--- src/rtl/wb_port_arbiter_if.sv ---
// Writeback port bundle between the writeback requesters and the register-file
// write port arbiter.
//   slave  : the arbiter side (consumes requests, drives grants and the write port)
//   master : the requester / register-file side
interface wb_port_arbiter_if #(
    parameter int NREQ = 3,
    parameter int DW   = 32,
    parameter int AW   = 5
);
    logic                 wb_hold;
    logic [NREQ-1:0]      req_valid;
    logic [NREQ-1:0]      req_ready;
    logic [NREQ*AW-1:0]   req_addr;
    logic [NREQ*DW-1:0]   req_data;
    logic                 RegWrite;
    logic [AW-1:0]        WriteReg;
    logic [DW-1:0]        WriteData;
    logic [1:0]           grant_id;

    modport slave (
        input  wb_hold,
        input  req_valid,
        input  req_addr,
        input  req_data,
        output req_ready,
        output RegWrite,
        output WriteReg,
        output WriteData,
        output grant_id
    );

    modport master (
        output wb_hold,
        output req_valid,
        output req_addr,
        output req_data,
        input  req_ready,
        input  RegWrite,
        input  WriteReg,
        input  WriteData,
        input  grant_id
    );
endinterface

--- src/rtl/wb_port_arbiter.sv ---
// Round-robin arbiter sharing the register file's single write port between
// NREQ (2..4) writeback requesters. The accepted request is captured into a
// registered stage that drives RegWrite/WriteReg/WriteData for one cycle.
// Optional feature macro: WB_R0_DISCARD_EN -- requests to register 0 are still
// accepted and advance the pointer, but produce no register-file write.
module wb_port_arbiter #(
    parameter int NREQ = 3,
    parameter int DW   = 32,
    parameter int AW   = 5
) (
    input logic              clk,
    input logic              rst,    // asynchronous, active-low
    wb_port_arbiter_if.slave wb
);

    // Round-robin pointer: the requester with the highest priority next cycle.
    logic [1:0]      ptr_q;
    logic [1:0]      ptr_d;

    // Arbitration results for the current cycle.
    logic            found_c;
    logic [1:0]      pick_c;
    logic            xfer_c;
    logic [NREQ-1:0] ready_c;
    logic [AW-1:0]   win_addr_c;
    logic [DW-1:0]   win_data_c;

    // Registered write-port stage.
    logic            reg_write_q;
    logic            reg_write_d;
    logic [AW-1:0]   write_reg_q;
    logic [AW-1:0]   write_reg_d;
    logic [DW-1:0]   write_data_q;
    logic [DW-1:0]   write_data_d;
    logic [1:0]      grant_id_q;
    logic [1:0]      grant_id_d;

    // Find the first valid requester scanning upward from ptr with wrap; offsets
    // are walked high-to-low so the nearest valid requester is the last write.
    always_comb begin
        int idx;
        idx     = 0;
        found_c = 1'b0;
        pick_c  = ptr_q;
        for (int k = NREQ - 1; k >= 0; k--) begin
            idx = (int'(ptr_q) + k) % NREQ;
            if (wb.req_valid[idx]) begin
                found_c = 1'b1;
                pick_c  = 2'(idx);
            end
        end
    end

    // No grant while held or while reset is asserted.
    assign xfer_c = found_c & ~wb.wb_hold & rst;

    // One-hot ready towards the winning requester only.
    generate
        for (genvar gi = 0; gi < NREQ; gi++) begin : g_ready
            assign ready_c[gi] = xfer_c && (pick_c == 2'(gi));
        end
    endgenerate

    assign wb.req_ready = ready_c;

    // Select the winner's address and data slices.
    always_comb begin
        win_addr_c = '0;
        win_data_c = '0;
        for (int i = 0; i < NREQ; i++) begin
            if (pick_c == 2'(i)) begin
                win_addr_c = wb.req_addr[i*AW +: AW];
                win_data_c = wb.req_data[i*DW +: DW];
            end
        end
    end

    // Pointer moves just past the accepted requester; otherwise it holds.
    always_comb begin
        ptr_d = ptr_q;
        if (xfer_c) begin
            ptr_d = 2'((int'(pick_c) + 1) % NREQ);
        end
    end

    // Pointer register.
    always_ff @(posedge clk or negedge rst) begin
        if (!rst) begin
            ptr_q <= '0;
        end else begin
            ptr_q <= ptr_d;
        end
    end

    // Output stage next state: pulse RegWrite on a transfer, otherwise keep the
    // last address/data/id so the register file sees stable inputs.
    always_comb begin
        reg_write_d  = 1'b0;
        write_reg_d  = write_reg_q;
        write_data_d = write_data_q;
        grant_id_d   = grant_id_q;
        if (xfer_c) begin
`ifdef WB_R0_DISCARD_EN
            // Register 0 is hard-wired; the request is consumed without a write.
            if (win_addr_c != '0) begin
                reg_write_d  = 1'b1;
                write_reg_d  = win_addr_c;
                write_data_d = win_data_c;
                grant_id_d   = pick_c;
            end
`else
            reg_write_d  = 1'b1;
            write_reg_d  = win_addr_c;
            write_data_d = win_data_c;
            grant_id_d   = pick_c;
`endif
        end
    end

    // Output stage registers; reset drops any in-flight write immediately.
    always_ff @(posedge clk or negedge rst) begin
        if (!rst) begin
            reg_write_q  <= 1'b0;
            write_reg_q  <= '0;
            write_data_q <= '0;
            grant_id_q   <= '0;
        end else begin
            reg_write_q  <= reg_write_d;
            write_reg_q  <= write_reg_d;
            write_data_q <= write_data_d;
            grant_id_q   <= grant_id_d;
        end
    end

    assign wb.RegWrite  = reg_write_q;
    assign wb.WriteReg  = write_reg_q;
    assign wb.WriteData = write_data_q;
    assign wb.grant_id  = grant_id_q;

endmodule

--- src/flat_wrapper.sv ---
// flat-port wrapper written by rule: the top's interface ports become plain ports
module wb_port_arbiter_flat 
#(
    parameter int NREQ = 3,
    parameter int DW   = 32,
    parameter int AW   = 5
)
  (clk, rst, wb_wb_hold, wb_req_valid, wb_req_addr, wb_req_data, wb_req_ready, wb_RegWrite, wb_WriteReg, wb_WriteData, wb_grant_id);
  wb_port_arbiter_if #(.NREQ(NREQ), .DW(DW), .AW(AW)) wb_i ();
  input logic clk;
  input logic rst;
  input wire logic [$bits(wb_i.wb_hold)-1:0] wb_wb_hold;
  input wire logic [$bits(wb_i.req_valid)-1:0] wb_req_valid;
  input wire logic [$bits(wb_i.req_addr)-1:0] wb_req_addr;
  input wire logic [$bits(wb_i.req_data)-1:0] wb_req_data;
  output wire logic [$bits(wb_i.req_ready)-1:0] wb_req_ready;
  output wire logic [$bits(wb_i.RegWrite)-1:0] wb_RegWrite;
  output wire logic [$bits(wb_i.WriteReg)-1:0] wb_WriteReg;
  output wire logic [$bits(wb_i.WriteData)-1:0] wb_WriteData;
  output wire logic [$bits(wb_i.grant_id)-1:0] wb_grant_id;
  assign wb_i.wb_hold = wb_wb_hold;
  assign wb_i.req_valid = wb_req_valid;
  assign wb_i.req_addr = wb_req_addr;
  assign wb_i.req_data = wb_req_data;
  assign wb_req_ready = wb_i.req_ready;
  assign wb_RegWrite = wb_i.RegWrite;
  assign wb_WriteReg = wb_i.WriteReg;
  assign wb_WriteData = wb_i.WriteData;
  assign wb_grant_id = wb_i.grant_id;
  wb_port_arbiter #(.NREQ(NREQ), .DW(DW), .AW(AW)) u_core (.clk(clk), .rst(rst), .wb(wb_i));
endmodule
--- config.mk ---
export PLATFORM = sky130hd
export DESIGN_NAME = wb_port_arbiter_flat
export DESIGN_NICKNAME = d
export VERILOG_FILES = /design/src/rtl/wb_port_arbiter_if.sv /design/src/rtl/wb_port_arbiter.sv /design/src/flat_wrapper.sv
export SDC_FILE = /design/constraint.sdc
export NUM_CORES = 1
export LEC_CHECK = 0
export BUFFER_PORTS_ARGS = -buffer_cell sky130_fd_sc_hd__buf_2
export CORE_ASPECT_RATIO = 1.75
export CORE_MARGIN = 1.5
export CORE_UTILIZATION = 35
export DETAILED_ROUTE_END_ITERATION = 8
export PLACE_DENSITY = 0.68
export SETUP_SLACK_MARGIN = 0.5
export SYNTH_ARGS = -nofsm -noshare
export SYNTH_HDL_FRONTEND = slang
export SYNTH_SLANG_ARGS = --single-unit
--- constraint.sdc ---
create_clock -name clk -period 5.1 [get_ports clk]
set_input_delay 0.51 -clock clk [delete_from_list [all_inputs] [get_ports clk]]
set_output_delay 0.51 -clock clk [all_outputs]
set_load 0.03 [all_outputs]
# Yosys cells after proc, flatten, opt, wreduce, memory -nomap -nowiden
# Index checks and enable logic that the tools add are counted.
[word_totals] register_bits=42 latchBits=0 ramBits=0 rom_bits=0 inputBits=117 out_inout_bits=43 wordCells=46 memories=0
[classes] n_addsub=3 multipliers=0 div_mod_pow=4 magnitude_cmp=3 eq_ne=2 shift=0 n_mux=22 bitwise_logic=3 n_reduce_logical=4
[ops] op="32-bit by 4-bit < comparator with 1-bit output, second input constant" count=3
[ops] op="32-bit by 3-bit modulo with 32-bit output, second input constant" count=3
[ops] op="32-bit two-way mux" count=3
[ops] op="3-bit by 3-bit modulo with 32-bit output, second input constant" count=1
[ops] op="5-bit two-way mux" count=3
[ops] op="1-bit two-way mux" count=10
[ops] op="2-bit by 1-bit adder with 3-bit output, second input constant" count=2
[ops] op="1-bit binary-select mux with 2-bit select" count=3
[ops] op="2-bit two-way mux" count=3
[ops] op="2-bit by 2-bit adder with 3-bit output, second input constant" count=1
[ops] op="1-bit logical AND" count=3
[ops] op="1-bit AND" count=2
[ops] op="2-bit by 1-bit equality test with 1-bit output, second input constant" count=1
[ops] op="2-bit equality test, second input constant" count=1
[ops] op="2-bit logical NOT" count=1
[ops] op="1-bit inverter" count=1

# Longest topological paths before layout
[logic_depth] word_depth=12 ltp_mapped=16 mapped_depth_nobuf=13

# Least setup slack after synthesis
# Ideal clock, no wire load.
[synth_path] path_kind="register to output" startpoint="register u_core.ptr_q[0]" endpoint="output wb_req_ready[1]" arrival_ns=2.493 slack_ns=2.097 stages_incl_launch_ff=13 path_buffers=2 cell_sequence="dfrtp_1 -> inv_1 -> ha_1 -> buf_6 -> nand2b_1 -> a21bo_2 -> a21oi_1 -> o22ai_1 -> inv_1 -> ha_1 -> clkbuf_1 -> inv_1 -> nor2_1"
[synth_between] word_cells_on_any_way=24 classes_between="2 x add/sub; 3 x div; 1 x eq/ne; 15 x mux; 2 x bitwise; 1 x reduce/logical"
[synth_rtl] item="from (decl)" line="wb_port_arbiter.sv:17" source="logic [1:0] ptr_q;"
[synth_rtl] item="from (signal assigned)" line="wb_port_arbiter.sv:91" source="ptr_q <= ptr_d;"
[synth_rtl] item="2-bit by 2-bit adder with 3-bit output" line="wb_port_arbiter.sv:46" source="idx = (int'(ptr_q) + k) % NREQ;"
[synth_rtl] item="32-bit by 3-bit modulo with 32-bit output" line="wb_port_arbiter.sv:46"
[synth_rtl] item="1-bit binary-select mux with 2-bit select" line="wb_port_arbiter.sv:47" source="if (wb.req_valid[idx]) begin"
[synth_rtl] item="1-bit two-way mux (implied by the code) (2 in series)" line="wb_port_arbiter.sv:47"
[synth_rtl] item="2-bit two-way mux (2 in series)" line="wb_port_arbiter.sv:47"
[synth_rtl] item="2-bit two-way mux *" line="wb_port_arbiter.sv:47"
[synth_rtl] item="named net u_core.pick_c[0]" line="wb_port_arbiter.sv:22" source="logic [1:0] pick_c;"
[synth_rtl] item="2-bit by 1-bit equality test with 1-bit output *" line="wb_port_arbiter.sv:60" source="assign ready_c[gi] = xfer_c && (pick_c == 2'(gi));"
[synth_rtl] item="1-bit logical AND *" line="wb_port_arbiter.sv:60"
[synth_rtl] item="to (decl)" line="flat_wrapper.sv:16" source="output wire logic [$bits(wb_i.req_ready)-1:0] wb_req_ready;"
# Mark *: on every way through the listed nets, which the timed path passes. The rest lies on a longest branch. The select of a mux whose other input is x is not followed.

# Worst setup path after layout
[layout_path] startpoint="register u_core.ptr_q[0]" endpoint="register u_core.write_data_q[23], in the netlist u_core.wb.WriteData[23]"
[layout_between] elab_chain_cells=12 word_cells_on_any_way=28 classes_between="2 x add/sub; 3 x div; 2 x eq/ne; 18 x mux; 2 x bitwise; 1 x reduce/logical"
[layout_lines] item="2-bit by 2-bit adder with 3-bit output" line="wb_port_arbiter.sv:46"
[layout_lines] item="32-bit by 3-bit modulo with 32-bit output" line="wb_port_arbiter.sv:46"
[layout_lines] item="1-bit binary-select mux with 2-bit select" line="wb_port_arbiter.sv:47"
[layout_lines] item="1-bit two-way mux (implied by the code) (2 in series)" line="wb_port_arbiter.sv:47"
[layout_lines] item="2-bit two-way mux (2 in series)" line="wb_port_arbiter.sv:47"
[layout_lines] item="2-bit two-way mux *" line="wb_port_arbiter.sv:47"
[layout_lines] item="named net u_core.pick_c[0]" line="wb_port_arbiter.sv:22"
[layout_lines] item="2-bit logical NOT" line="wb_port_arbiter.sv:71" source="if (pick_c == 2'(i)) begin"
[layout_lines] item="32-bit two-way mux (2 in series)" line="wb_port_arbiter.sv:71"
[layout_lines] item="32-bit two-way mux *" line="wb_port_arbiter.sv:71"
[layout_lines] item="to (signal assigned)" line="wb_port_arbiter.sv:130" source="write_data_q <= write_data_d;"
[layout_lines] item="to (decl)" line="wb_port_arbiter.sv:33" source="logic [DW-1:0] write_data_q;"
# Marks and branches as above.
# A chain may end at the register's enable or synchronous reset.

==> results by group <==
Status
  • Outcome: finished clean

Power
  • Design Power: 2.39 mW
  • Peak supply drop: 0.220 mV
  • Total power density per cell area: 695 nW/um2
  • Leakage dissipation: 1.84 nW

Worst setup path
  • CP startpoint: u_core.ptr_q[0]$_DFFE_PN0P_
  • Critical path cell sequence: inv_1 > ha_1 > nand2_1 > o22ai_1 > a21oi_1 > o22ai_1 > inv_1 > ha_1 > buf_4 > nor2b_2 > buf_4 > a22oi_1 > nor2_1 > a21oi_1 > o21ai_0
  • Worst path depth: 15
  • CP arrival: 3950 ps
  • CP required: 5310 ps
  • Reg2reg path depth: 15
  • Startpoint types: flop
  • Crit Path Max Fanout: 37
  • CP bufs+invs: 4
  • CP Capture Type: flop
  • Worst Setup Path Type: flop to flop
  • Top Family by Delay on Critical Path: compound AO/OA/AOI/OAI gates
  • CP max-delay cell: nor2b_2
  • FF-to-FF Start: u_core.ptr_q[0]$_DFFE_PN0P_
  • Max incr delay on CP: 520 ps

CTS
  • Clock transition at the registers of the reported paths: 60 ps
  • CTS Hold Buffers Added: 0
  • CTS HTree Levels: 2
  • Clock Path Buffers: 2
  • CTS tree: built
  • Clk Latency, worst-skew pair: 280 ps
  • Post-CTS Setup Bufs: 0
  • CTS resizes: 0
  • CTS Sinks: 42
  • CTS root buffer: clkbuf_16
  • Num CTS Buffers: 5

Route
  • Wire per inst: 13.9 um
  • Drt drc: 0
  • WL final: 7470 um
  • Vias: 2711
  • Remaining antenna violation count: 0
  • Vias per Instance: 5.06
  • DR iter-0 viols: 264
  • Pre-antenna DRT Iters: 4

Yosys
  • Syn_area_per_cell: 8.09 um2
  • Synth top area cells: dfrtp_1 42%, a22oi_1 11%, a21oi_1 8.7%
  • Unique masters post-synth: 25
  • Synthesized instance count: 307
  • Synthesized net count: 430
  • Synth warn: 0
  • Synth top area share: 42.3%
  • Yosys top cell by area: dfrtp_1
  • Sequential area share after synthesis: 42.3%
  • Flops & latches, synth: 42
  • Post-synthesis cell area: 2480 um2

Cells and area
  • Layout area overhead: 38.1%
  • Ant. Diodes: 0
  • Most common cell after layout, fill and taps aside: buf_2
  • Final Util: 50.1%
  • Nets@finish: 574
  • Layout cells sized above 1: 38.9%
  • Design area: 3430 um2
  • Most frequent cells in the layout: 159 x buf_2, 44 x nand2_1, 43 x a21oi_1, 42 x o21ai_0, 42 x dfrtp_1

STA
  • Min Tclk post-route: 3750 ps
  • Final Slew Violations: 0
  • Crit share post-route: 73.4%
  • Worst-margin pin slew: 1030 ps
  • Setup WS post-layout: 1350 ps
  • Final Skew: 4.68 ps
  • Fmax achieved: 267 MHz
  • Finish-stage setup viols: 0
  • RSZ-0062 raised after global routing: no
  • Setup tns final: 0 ps
  • Hold Vio Cnt, Final: 0
  • Slew HR: 31.5%

Die
  • Die ar.: 7630 um2
  • Core area: 6860 um2
  • IO Pins: 160
  • Row cnt: 40
  • Starting density of the core: 36.2%
  • Die X-Extent: 66.7 um
  • Die Y: 114 um

Global routing
  • Vias in the first global route: 2624
  • Initial antenna violation count: 1
  • Largest net degree at the start of global routing: 54
  • First-pass GRT wire length: 12100 um
  • Grt total ovfl: 0
  • GRT Util Overall: 20.4%

Place
  • Placed Area: 3280 um2
  • GPL Wtd Cong: 0.892
  • # port buffers: 159
  • Setup WS pre-CTS: 1380 ps
  • DP HPWL: 5620 um

Min path
  • Worst min-delay path category: primary input to async pin

Flow run
  • Max-cap violations: 0
-- sequential cells by signal (all words and copies together), names as in the netlist --
| signal | flops |
|---|---|
| u_core.ptr_q | 2 |
| u_core.wb.WriteReg | 5 |
| u_core.wb.RegWrite | 1 |
| u_core.wb.WriteData | 32 |
| u_core.wb.grant_id | 2 |
-- layout make-up --
class | count | area, um2
well taps | 84 | 105
clock inverters | 2 | 12.5
multi-input cells | 229 | 1260
fillers | 670 | 3420
repair buffers | 164 | 833
inverters | 9 | 33.8
flip-flops and latches | 42 | 1050
clock buffers | 6 | 139
-- final timing paths --
path / slack [ps] / end
hold / removal: 310 / u_core.wb.WriteData[25]$_DFFE_PN0P_
min in group clk: 470 / u_core.wb.WriteData[16]$_DFFE_PN0P_
max in group asynchronous: 4410 / u_core.wb.WriteData[6]$_DFFE_PN0P_
setup / recovery: 1350 / u_core.wb.WriteData[23]$_DFFE_PN0P_
setup reg to reg: 1350 / u_core.wb.WriteData[23]$_DFFE_PN0P_
hold reg to reg: 470 / u_core.wb.WriteData[16]$_DFFE_PN0P_
-- routing by layer --
| metal | track usage, % | up-vias | wire length (um) |
|---|---|---|---|
| li1 | - | 1365 | - |
| met1 | 23.4 | 1204 | 2870 |
| met2 | 35.1 | 111 | 3830 |
| met3 | 4.92 | 29 | 476 |
| met4 | 8.98 | 2 | 274 |
| met5 | 0 | - | 12 |
-- report_power, final --
part	total [mW]	internal [mW]	switching, mW
Clock	0.321	0.194	0.128
Sequential	0.533	0.465	0.0676
Combinational	1.53	0.520	1.01
Total	2.39	1.18	1.21
-- through the flow --
stage / hold WS [ps] / std cells
floorplan: 214 / 307
global placement: 458 / 528
detailed placement: 464 / 528
CTS: 333 / 536
global route: 363 / 536
finish: 306 / 536
-- Yosys cell counts --
cell       instances
nand2_1           44
a21oi_1           43
dfrtp_1           42
o21ai_0           42
nor2_1            37
a22oi_1           36
clkbuf_1          14
inv_1              9
buf_6              6
ha_1               6
mux2i_1            4
nor2b_1            3
o22ai_1            3
and2_1             2
buf_1              2
buf_4              2
clkbuf_2           2
nand2b_1           2
o221ai_1           2
a21bo_2            1
a21o_1             1
a2bb2oi_1          1
buf_2              1
nand3_1            1
o311ai_2           1
-- cells by family (layout without fill, tap and decap cells) --
kind of cell / Yosys count / after routing / synth area share (%)
muxes: 4 / 4 / 1.61
buffers and inverters: 36 / 181 / 7.70
adders and majority gates: 6 / 6 / 3.02
and+or+nand+nor: 89 / 89 / 14.2
DFF: 42 / 42 / 42.3
AOI/OAI and AO/OA: 130 / 130 / 31.2
Note: power is estimated with default switching activity, not from simulation.
